`src/rtl/usb_pkg.sv`:
```
// Shared encodings for the host USB transaction sequencer: PIDs, packet
// type and the controller state enum.
package usb_pkg;
    localparam logic [3:0] PID_OUT   = 4'b0001;
    localparam logic [3:0] PID_IN    = 4'b1001;
    localparam logic [3:0] PID_DATA0 = 4'b0011;
    localparam logic [3:0] PID_ACK   = 4'b0010;
    localparam logic [3:0] PID_NAK   = 4'b1010;

    localparam logic PKT_TOKHS = 1'b0;
    localparam logic PKT_DATA  = 1'b1;

    typedef enum logic [3:0] {
        S_IDLE, S_TX_TOK, S_WT_TOK, S_TX_DATA, S_WT_DATA,
        S_RX_HS, S_RX_DATA, S_TX_HS, S_WT_HS, S_DONE
    } state_e;
endpackage

```
`src/rtl/usb_rx_timer.sv`:
```
// Receive-wait timer: clear has priority, counts while enabled and
// saturates at TIMEOUT, which is also the timeout indication.
module usb_rx_timer #(
    parameter int unsigned TIMEOUT = 255
) (
    input  logic clk,
    input  logic rst,
    input  logic clr_i,
    input  logic en_i,
    output logic timeout_o
);
    logic [7:0] cnt_q;

    always_ff @(posedge clk or posedge rst) begin
        if (rst)                                   cnt_q <= '0;
        else if (clr_i)                            cnt_q <= '0;
        else if (en_i && cnt_q != 8'(TIMEOUT))     cnt_q <= cnt_q + 8'd1;
    end

    assign timeout_o = (cnt_q == 8'(TIMEOUT));
endmodule

```
`src/rtl/usb_txn_ctrl.sv`:
```
// Host-side USB transaction sequencer: issues token/data/handshake packets
// for one OUT or IN request, owns bus direction and retries on failure.
module usb_txn_ctrl
    import usb_pkg::*;
#(
    parameter int unsigned MAX_TRIES = 8,
    parameter int unsigned TIMEOUT   = 255
) (
    input  logic        clk,
    input  logic        rst,
    input  logic        txn_start,
    input  logic        txn_in,
    input  logic [6:0]  txn_addr,
    input  logic [3:0]  txn_endp,
    input  logic [63:0] txn_wdata,
    output logic        busy,
    output logic        txn_done,
    output logic        txn_ok,
    output logic [63:0] txn_rdata,
    output logic [3:0]  pid,
    output logic [3:0]  endp,
    output logic [6:0]  addr,
    output logic [63:0] data,
    output logic        pkttype,
    output logic        pktready_bs,
    input  logic        sending_usb,
    output logic        writing,
    input  logic [63:0] rx_data,
    input  logic        rx_pktready,
    input  logic        rx_error,
    input  logic        rx_ack,
    input  logic        rx_nak
);
    state_e      state_q, state_d;
    logic        is_in_q, is_in_d;
    logic [6:0]  req_addr_q, req_addr_d;
    logic [3:0]  req_endp_q, req_endp_d;
    logic [63:0] wdata_q, wdata_d;
    logic [3:0]  tries_q, tries_d;
    logic        hs_ack_q, hs_ack_d;
    logic        res_ok_q, res_ok_d;
    logic [63:0] rbuf_q, rbuf_d;
    logic [3:0]  pid_q, pid_d;
    logic [3:0]  endp_q, endp_d;
    logic [6:0]  addr_q, addr_d;
    logic [63:0] data_q, data_d;
    logic        ptype_q, ptype_d;
    logic        prdy_q, prdy_d;
    logic        writing_q, writing_d;
    logic        busy_q, busy_d;
    logic        done_q, done_d;
    logic        ok_q, ok_d;
    logic [63:0] rdata_q, rdata_d;
    logic        sending_q;
    logic        fall, rx_state, timeout, retry;
    logic        e_err, e_ack, e_pkt, e_nak;

    // Falling edge of sending_usb, using the previous-cycle sample.
    assign fall     = sending_q & ~sending_usb;
    assign rx_state = (state_q == S_RX_HS) || (state_q == S_RX_DATA);
    // Receive pipeline is disabled while the host owns the bus.
    assign e_err = rx_error    & ~writing_q;
    assign e_ack = rx_ack      & ~writing_q;
    assign e_pkt = rx_pktready & ~writing_q;
    assign e_nak = rx_nak      & ~writing_q;

    usb_rx_timer #(.TIMEOUT(TIMEOUT)) u_timer (
        .clk       (clk),
        .rst       (rst),
        .clr_i     (~rx_state),
        .en_i      (rx_state),
        .timeout_o (timeout)
    );

    always_comb begin
        state_d    = state_q;
        is_in_d    = is_in_q;
        req_addr_d = req_addr_q;
        req_endp_d = req_endp_q;
        wdata_d    = wdata_q;
        tries_d    = tries_q;
        hs_ack_d   = hs_ack_q;
        res_ok_d   = res_ok_q;
        rbuf_d     = rbuf_q;
        pid_d      = pid_q;
        endp_d     = endp_q;
        addr_d     = addr_q;
        data_d     = data_q;
        ptype_d    = ptype_q;
        prdy_d     = 1'b0;
        writing_d  = writing_q;
        busy_d     = done_q ? 1'b0 : busy_q;
        done_d     = 1'b0;
        ok_d       = 1'b0;
        rdata_d    = rdata_q;
        retry      = 1'b0;

        case (state_q)
            S_IDLE: if (txn_start && !busy_q) begin
                is_in_d    = txn_in;
                req_addr_d = txn_addr;
                req_endp_d = txn_endp;
                wdata_d    = txn_wdata;
                tries_d    = '0;
                busy_d     = 1'b1;
                state_d    = S_TX_TOK;
            end
            S_TX_TOK: begin
                pid_d     = is_in_q ? PID_IN : PID_OUT;
                ptype_d   = PKT_TOKHS;
                addr_d    = req_addr_q;
                endp_d    = req_endp_q;
                prdy_d    = 1'b1;
                writing_d = 1'b1;
                state_d   = S_WT_TOK;
            end
            S_WT_TOK: if (fall) begin
                if (is_in_q) begin
                    writing_d = 1'b0;
                    state_d   = S_RX_DATA;
                end else begin
                    state_d   = S_TX_DATA;
                end
            end
            S_TX_DATA: begin
                pid_d   = PID_DATA0;
                ptype_d = PKT_DATA;
                data_d  = wdata_q;
                prdy_d  = 1'b1;
                state_d = S_WT_DATA;
            end
            S_WT_DATA: if (fall) begin
                writing_d = 1'b0;
                state_d   = S_RX_HS;
            end
            S_RX_HS: begin
                if (e_err)                 retry = 1'b1;
                else if (e_ack) begin
                    res_ok_d = 1'b1;
                    state_d  = S_DONE;
                end
                else if (e_nak || timeout) retry = 1'b1;
            end
            S_RX_DATA: begin
                if (e_err) begin
                    hs_ack_d = 1'b0;
                    state_d  = S_TX_HS;
                end else if (e_pkt) begin
                    rbuf_d   = rx_data;
                    hs_ack_d = 1'b1;
                    state_d  = S_TX_HS;
                end else if (e_nak) begin
                    retry    = 1'b1;
                end else if (timeout) begin
                    hs_ack_d = 1'b0;
                    state_d  = S_TX_HS;
                end
            end
            S_TX_HS: begin
                pid_d     = hs_ack_q ? PID_ACK : PID_NAK;
                ptype_d   = PKT_TOKHS;
                prdy_d    = 1'b1;
                writing_d = 1'b1;
                state_d   = S_WT_HS;
            end
            S_WT_HS: if (fall) begin
                if (hs_ack_q) begin
                    res_ok_d = 1'b1;
                    state_d  = S_DONE;
                end else begin
                    retry    = 1'b1;
                end
            end
            S_DONE: begin
                done_d  = 1'b1;
                ok_d    = res_ok_q;
                if (res_ok_q && is_in_q) rdata_d = rbuf_q;
                state_d = S_IDLE;
            end
            default: state_d = S_IDLE;
        endcase

        if (retry) begin
            tries_d = tries_q + 4'd1;
            if (tries_d == 4'(MAX_TRIES)) begin
                res_ok_d = 1'b0;
                state_d  = S_DONE;
            end else begin
                state_d  = S_TX_TOK;
            end
        end
        if (state_d == S_DONE) writing_d = 1'b0;
    end

    always_ff @(posedge clk or posedge rst) begin
        if (rst) begin
            state_q    <= S_IDLE;
            is_in_q    <= 1'b0;
            req_addr_q <= '0;
            req_endp_q <= '0;
            wdata_q    <= '0;
            tries_q    <= '0;
            hs_ack_q   <= 1'b0;
            res_ok_q   <= 1'b0;
            rbuf_q     <= '0;
            pid_q      <= '0;
            endp_q     <= '0;
            addr_q     <= '0;
            data_q     <= '0;
            ptype_q    <= 1'b0;
            prdy_q     <= 1'b0;
            writing_q  <= 1'b0;
            busy_q     <= 1'b0;
            done_q     <= 1'b0;
            ok_q       <= 1'b0;
            rdata_q    <= '0;
            sending_q  <= 1'b0;
        end else begin
            state_q    <= state_d;
            is_in_q    <= is_in_d;
            req_addr_q <= req_addr_d;
            req_endp_q <= req_endp_d;
            wdata_q    <= wdata_d;
            tries_q    <= tries_d;
            hs_ack_q   <= hs_ack_d;
            res_ok_q   <= res_ok_d;
            rbuf_q     <= rbuf_d;
            pid_q      <= pid_d;
            endp_q     <= endp_d;
            addr_q     <= addr_d;
            data_q     <= data_d;
            ptype_q    <= ptype_d;
            prdy_q     <= prdy_d;
            writing_q  <= writing_d;
            busy_q     <= busy_d;
            done_q     <= done_d;
            ok_q       <= ok_d;
            rdata_q    <= rdata_d;
            sending_q  <= sending_usb;
        end
    end

    assign busy        = busy_q;
    assign txn_done    = done_q;
    assign txn_ok      = ok_q;
    assign txn_rdata   = rdata_q;
    assign pid         = pid_q;
    assign endp        = endp_q;
    assign addr        = addr_q;
    assign data        = data_q;
    assign pkttype     = ptype_q;
    assign pktready_bs = prdy_q;
    assign writing     = writing_q;
endmodule
```
`config.mk`:
```
export PLATFORM = sky130hd
export DESIGN_NAME = usb_txn_ctrl
export DESIGN_NICKNAME = d
export VERILOG_FILES = /design/src/rtl/usb_pkg.sv /design/src/rtl/usb_rx_timer.sv /design/src/rtl/usb_txn_ctrl.sv
export SDC_FILE = /design/constraint.sdc
export NUM_CORES = 1
export LEC_CHECK = 0
export BUFFER_PORTS_ARGS = -buffer_cell sky130_fd_sc_hd__buf_2
export CORE_UTILIZATION = 57
export DETAILED_ROUTE_END_ITERATION = 8
export GPL_ROUTABILITY_DRIVEN = 0
export GPL_TIMING_DRIVEN = 0
export PLACE_DENSITY = 0.85
export SLEW_MARGIN = 20
export SYNTH_ARGS = -nofsm -noshare
export SYNTH_HDL_FRONTEND = slang
export SYNTH_SLANG_ARGS = --single-unit
```
`constraint.sdc`:
```
create_clock -name clk -period 15.5 [get_ports clk]
set_input_delay 0.775 -clock clk [delete_from_list [all_inputs] [get_ports clk]]
set_output_delay 0.775 -clock clk [all_outputs]
set_load 0.01 [all_outputs]
```
==> results.py, run 1 <==
metrics = {
    "cts": {
        "tritoncts": "done",
        "cts.repair.resized": 0,
        "cts_setup_buffers": 0,
        "htreeDepth": 1,
        "cts-root-buf": "clkbuf_16",
        "clkLatencyLatePin_ns": 0.54,
        "cts-buffers-inserted": 30,
        "cts.sinks": 307,
        "hold_buffers": 0,
        "cts.clk_slew.worst_paths_ns": 0.07,
        "cts_max_path_buffers": 3,
    },
    "route": {
        "drt-initial-drc-count": 241,
        "via_per_inst": 5.22,
        "vias": 7978,
        "routed-wl-met2_um": 13700,
        "route.detailed.drc": 0,
        "ant_nets": 0,
        "dr.pass1.iters": 4,
        "wl_per_cell_um": 17.9,
        "wl_met3_um": 2140,
        "top_layer_used": "met4",
        "wl_met1_um": 10900,
        "wl_um": 27400,
    },
    "sta": {
        "max_freq_mhz": 441,
        "fin_worst_skew_ns": 0.0104,
        "fin_tns_setup_ns": 0,
        "relSlewSlack_pct": 55.8,
        "hold_ws_ns": 0.234,
        "finalCritPeriodShare_pct": 14.6,
        "period_needed_ns": 2.27,
        "setup_violations": 0,
        "finalMaxSlewViolations": 0,
        "tightest_slew_ns": 0.661,
        "rsz0062_at_grt": "no",
        "final_hold_viol_count": 0,
    },
    "critical_path": {
        "critPathCaptureType": "register",
        "worstSetupPathType": "reg2reg",
        "critPathMaxFanout": 10,
        "crit_slowest_cell": "buf_1",
        "crit_chain": "buf_2, nor2_1, and4_1, clkbuf_1, buf_2, buf_1, nand2_1, nand2_1",
        "crit_path_max_incr_delay_ns": 0.42,
        "cp.arrival_ns": 2.74,
        "critPathLaunchType": "register",
        "worstPathRequired_ns": 15.98,
    },
    "job": {
        "drv_cap": 0,
    },
    "power": {
        "p_int_mw": 1.80,
        "p_seq_share_pct": 47.9,
        "vdd_drop_max_v": 0.000126,
        "clkPwrFrac_pct": 28.9,
        "pwr-share-comb_pct": 23.2,
        "cellLeakagePower_nw": 8.06,
        "pwr_density_cell_nw_per_um2": 173,
        "p_switching_mw": 0.755,
        "total_power_mw": 2.56,
        "swShare_pct": 29.5,
    },
    "global_routing": {
        "grt_max_degree": 96,
        "grt_pass1_vias": 8450,
        "track_usage_pct": 26.1,
        "antenna_found_initial": 0,
        "grt_pass1_wl_um": 44100,
        "overflow": 0,
    },
    "die": {
        "core_area_um2": 20300,
        "num_io_pins": 297,
        "start_util_pct": 58.4,
        "die_w_um": 146,
        "fp-row-count": 52,
        "fp.dieH_um": 146,
        "die_area_um2": 21400,
    },
    "yosys": {
        "syn_nets": 1061,
        "synth-seq-cells": 307,
        "synth_cell_types": 51,
        "synth.cell_area_um2": 11900,
        "netlist.area_leader.share_pct": 64.8,
        "synth-seq-area-share_pct": 64.8,
        "syn_avg_cell_area_um2": 13.0,
        "ys.flop_type": "dfrtp_1",
        "synthCells": 911,
        "synth_area_leader_cell": "dfrtp_1",
        "synth_warnings": 0,
        "synth.area.top_cells": "dfrtp_1, mux2_2, nand2_1",
        "async_flop_share_pct": 100,
        "synth-edff-count": 0,
    },
    "status": {
        "outcome": "finished clean",
    },
    "cells_and_area": {
        "syn_to_final_growth_pct": 24.5,
        "antennaDiodeCount": 0,
        "layout.nets": 1391,
        "fin_cells": 1529,
        "drive_gt1_share_pct": 45.6,
    },
    "place": {
        "port_buffers": 295,
        "hpwl_um": 19100,
        "dp.cells": 1479,
    },
    "worst_hold_path": {
        "worst_hold_path_type": "in2async",
    },
}
## per-stage QoR
step / setup WS [ns] / utilization (%) / cell area [um^2]
6_report: 13.23 / 72.7 / 14800
5_1_grt: 13.09 / 72.7 / 14800
4_1_cts: 13.19 / 72.7 / 14800
3_5_place_dp: 13.08 / 67.8 / 13800
3_3_place_gp: 3.28 / 67.3 / 13700
2_1_floorplan: 6.24 / - / 11900
## sequential cells by signal (all words and copies together) (netlist names), 4 cells and up
signal and cells:
req_addr_q 7, addr 7, u_timer.cnt_q 8, rbuf_q 64, state_q 4, req_endp_q 4
txn_rdata 64, endp 4, tries_q 4, wdata_q 64, data 64
## worst paths after layout
| kind | from | end | slack (ns) | cells past startpoint |
|---|---|---|---|---|
| setup / recovery | state_q[2] | wdata_q[9] | 13.23 | 8 |
| hold / removal | rst | rbuf_q[40] | 0.23 | 2 |
| setup reg to reg | state_q[2] | wdata_q[9] | 13.23 | 8 |
| hold reg to reg | wdata_q[19] | wdata_q[19] | 0.46 | 2 |
| max in group asynchronous | rst | writing | 14.12 | 4 |
| min in group clk | sending_usb | sending_q | 0.37 | 1 |
## power groups by stage
stage	logic, mW	clock network [mW]	registers (mW)
floorplan	0.336	0	1.24
global placement	0.563	0	1.21
detailed placement	0.593	0	1.23
CTS	0.602	0.753	1.23
global route	0.657	0.784	1.26
finish	0.594	0.738	1.23
## Yosys cell counts, drive strengths merged, types with 3 or more instances
master,instances
nand2,246
clkbuf,17
xor2,3
o21ai,14
nor3b,5
nand2b,7
nor3,6
mux2,203
a21oi,6
nand3,6
nor2b,5
dfrtp,307
and4,3
inv,4
buf,29
nor2,16
## routing by layer
metal | vias up | global-route usage [%]
li1 | 3700 | -
met1 | 3962 | 31.7
met2 | 273 | 46.1
met3 | 43 | 7.03
met4 | 0 | 6.56
met5 | - | 0
## placed cells by master, fill, tap and decap left out, types with 4 or more instances in the layout
cell | netlist | final
a21oi_1 | 5 | 5
buf_1 | 4 | 4
buf_2 | 15 | 310
buf_6 | 8 | 8
bufinv_16 | 0 | 4
clkbuf_1 | 17 | 22
clkbuf_16 | 0 | 31
dfrtp_1 | 307 | 307
mux2_1 | 4 | 4
mux2_2 | 199 | 199
nand2_1 | 245 | 245
nand2b_1 | 7 | 7
nand3_1 | 6 | 6
nor2_1 | 16 | 16
nor2b_1 | 5 | 5
nor3_1 | 6 | 6
nor3b_1 | 4 | 4
o21ai_0 | 14 | 14
## worst max-delay path: cells and delay by family, from the launching register on
kind / cells / cell delay (ns)
flops: 1 / 0.36
simple gates: 4 / 0.60
buf+inv: 4 / 1.23
## logic make-up (layout without fill, tap and decap cells)
kind of cell,after synthesis,count (layout),synth area share [%]
and+or+nand+nor,308,308,11.0
DFF,307,307,64.8
muxes,203,203,19.3
buffers and inverters,50,398,2.31
AOI/OAI and AO/OA,35,35,1.96
xor gates and xnor gates,5,5,0.369
adders and majority gates,2,2,0.211
other,1,1,0.0316
## layout make-up
| type | count | area (um^2) |
|---|---|---|
| buffer | 46 | 259 |
| clock buffer | 39 | 836 |
| clock inverter | 11 | 166 |
| fill | 1325 | 5540 |
| inverter | 4 | 22.5 |
| multi-input combinational | 554 | 3900 |
| sequential | 307 | 7680 |
| tap | 270 | 338 |
| timing repair buffer | 298 | 1560 |
(Power assumes the default switching activity.)
==> run 2, diff against run 1 <==
--- a/config.mk
+++ b/config.mk
@@ -6,11 +6,11 @@
 export NUM_CORES = 1
 export LEC_CHECK = 0
 export BUFFER_PORTS_ARGS = -buffer_cell sky130_fd_sc_hd__buf_2
-export CORE_UTILIZATION = 57
+export CORE_UTILIZATION = 53
 export DETAILED_ROUTE_END_ITERATION = 8
 export GPL_ROUTABILITY_DRIVEN = 0
 export GPL_TIMING_DRIVEN = 0
-export PLACE_DENSITY = 0.85
+export PLACE_DENSITY = 0.8
 export SLEW_MARGIN = 20
 export SYNTH_ARGS = -nofsm -noshare
 export SYNTH_HDL_FRONTEND = slang
==> constraint.sdc (replaced) <==
create_clock -name clk -period 2.2 [get_ports clk]
set_input_delay 0.11 -clock clk [delete_from_list [all_inputs] [get_ports clk]]
set_output_delay 0.11 -clock clk [all_outputs]
set_load 0.01 [all_outputs]
==> run 2 against run 1 <==
Net effect: sequential share of layout area decreased by 5.2 points; via count is 12% higher; maximum frequency rose by 7.6%; clock power rose to 7.5 times the previous value; register-to-register slack got worse by 13 ns; worst setup slack worse by 13 ns; die area rose by 7.4%; critical path depth is 2 lower; clock skew increased by 0.011 ns; non-clock buffer count rose by 148; worst hold slack worse by 0.13 ns; critical path type unchanged; highest routed layer unchanged.
==> results.py, run 2 (synthesis gave the netlist of run 1 again) <==
metrics = {
    "cts": {
        "clkLatencyLatePin_ns": 0.55,
        "cts-root-buf": "clkbuf_16",
        "tritoncts": "done",
        "cts-buffers-inserted": 31,
        "cts.clk_slew.worst_paths_ns": 0.06,
        "cts.sinks": 307,
        "cts_max_path_buffers": 3,
        "htreeDepth": 1,
    },
    "cells_and_area": {
        "most-common-layout-cells": "buf_2, dfrtp_1, nand2_1",
        "layout.nets": 1540,
        "drive_gt1_share_pct": 41.9,
        "final_area_um2": 16400,
        "multiInputGateArea_um2": 3900,
        "syn_to_final_growth_pct": 38.3,
        "nFillCells": 1280,
        "seq_area_um2": 7680,
        "final_common_cell": "buf_2",
        "finish.utilization_pct": 74.9,
    },
    "power": {
        "vdd_drop_max_v": 0.00108,
        "pwr_density_cell_nw_per_um2": 1150,
        "cellLeakagePower_nw": 8.77,
    },
    "route": {
        "wl_um": 33100,
        "via_per_inst": 5.28,
        "wl_per_cell_um": 19.5,
        "route.detailed.drc": 0,
        "dr.pass1.iters": 4,
        "vias": 8943,
        "ant_nets": 0,
        "drt-initial-drc-count": 252,
    },
    "sta": {
        "max_freq_mhz": 475,
        "rsz0062_at_grt": "no",
        "tightest_slew_ns": 0.632,
        "fin_worst_skew_ns": 0.0215,
        "final_hold_viol_count": 0,
        "relSlewSlack_pct": 57.9,
        "finalCritPeriodShare_pct": 95.7,
        "finalMaxSlewViolations": 0,
        "setup_violations": 0,
        "hold_ws_ns": 0.101,
        "period_needed_ns": 2.11,
    },
    "critical_path": {
        "worstSetupPathType": "reg2reg",
        "critPathCaptureType": "register",
        "critPathMaxFanout": 10,
        "cp.arrival_ns": 2.52,
        "reg2reg_setup_slack_ns": 0.09,
        "critPathLaunchType": "register",
        "worstPathRequired_ns": 2.62,
        "worst-r2r-cell-count": 6,
    },
    "global_routing": {
        "antenna_found_initial": 1,
        "grt_pass1_wl_um": 50100,
        "grt_max_degree": 36,
        "overflow": 0,
        "track_usage_pct": 28.5,
        "grt_pass1_vias": 9437,
    },
    "worst_hold_path": {
        "min_delay_path_depth": 5,
        "worst_hold_path_type": "in2reg",
    },
    "die": {
        "fp-row-count": 54,
        "core_area_um2": 21900,
        "die_area_um2": 23000,
        "fp.dieH_um": 152,
        "die_w_um": 152,
        "start_util_pct": 54.2,
        "num_io_pins": 297,
    },
    "place": {
        "hpwl_um": 19900,
        "port_buffers": 295,
        "placed_cell_area_um2": 13900,
    },
    "status": {
        "outcome": "finished clean",
    },
    "job": {
        "drv_cap": 0,
    },
}
-- run 2: cell types whose count changed in the layout (fill, tap and decap cells not counted), moves of 3 or more --
cell / previous run / this run
clkinv_2: 3 / 7
buf_16: 3 / 0
dlygate4sd3_1: 0 / 142
clkbuf_8: 3 / 6
buf_12: 0 / 10
buf_1: 4 / 0
-- run 2: final timing paths --
kind | from | end
worst max-delay path | state_q[2] | data[26]
worst max register to register | state_q[2] | data[26]
min in group asynchronous | rst | rbuf_q[59]
worst min-delay path | rx_pktready | hs_ack_q
max in group asynchronous | rst | data[0]
worst min register to register | wdata_q[38] | wdata_q[38]
-- run 2: metrics by stage --
stage | worst slack, ns | std cells | setup TNS (ns) | power (mW)
3_5_place_dp | -0.0606 | 1496 | -0.236 | 12.8
6_report | 0.0940 | 1694 | 0 | 18.8
2_1_floorplan | -1.99 | 911 | -612.45 | 11.1
4_1_cts | 0.0567 | 1694 | 0 | 18.6
3_3_place_gp | -3.67 | 1486 | -1114.57 | 12.5
5_1_grt | 0.00207 | 1694 | 0 | 19.8
-- run 2: report_power, final --
| part | internal, mW | switching (mW) |
|---|---|---|
| Sequential | 7.59 | 1.15 |
| Combinational | 2.20 | 2.37 |
| Clock | 3.37 | 2.17 |
| Total | 13.2 | 5.69 |
-- run 2: area by class of cell --
cell class | count | area share (%)
sequential | 307 | 46.8
multi-input combinational | 554 | 23.8
timing repair buffer | 447 | 18.9
clock buffer | 42 | 5.35
tap | 280 | 2.14
buffer | 45 | 1.63
clock inverter | 14 | 1.24
inverter | 4 | 0.114
antenna | 1 | 0.0153
-- run 2: what timing repair did --
action | 4_1_cts | 5_1_grt
endpoints found under the setup margin | 17 | 37
hold endpoints to repair | 206 | 0
hold buffers | 142 | 0
setup buffers | 0 | 0
gates resized for setup | 4 | 4
-- run 2: layer usage --
layer / up-vias / routed length [um] / global-route usage, %
met5: - / 0 / 0
met4: 0 / 925 / 9.21
met3: 74 / 2680 / 7.66
met2: 375 / 16800 / 50.5
met1: 4477 / 12700 / 33.7
li1: 4017 / - / -
-- run 2: critical path: stages (launching register included) --
cell     delay, ns
dfrtp_1       0.35
buf_2         0.18
nor2_1        0.21
and3_1        0.24
buf_2         0.29
buf_2         0.33
mux2_2        0.38
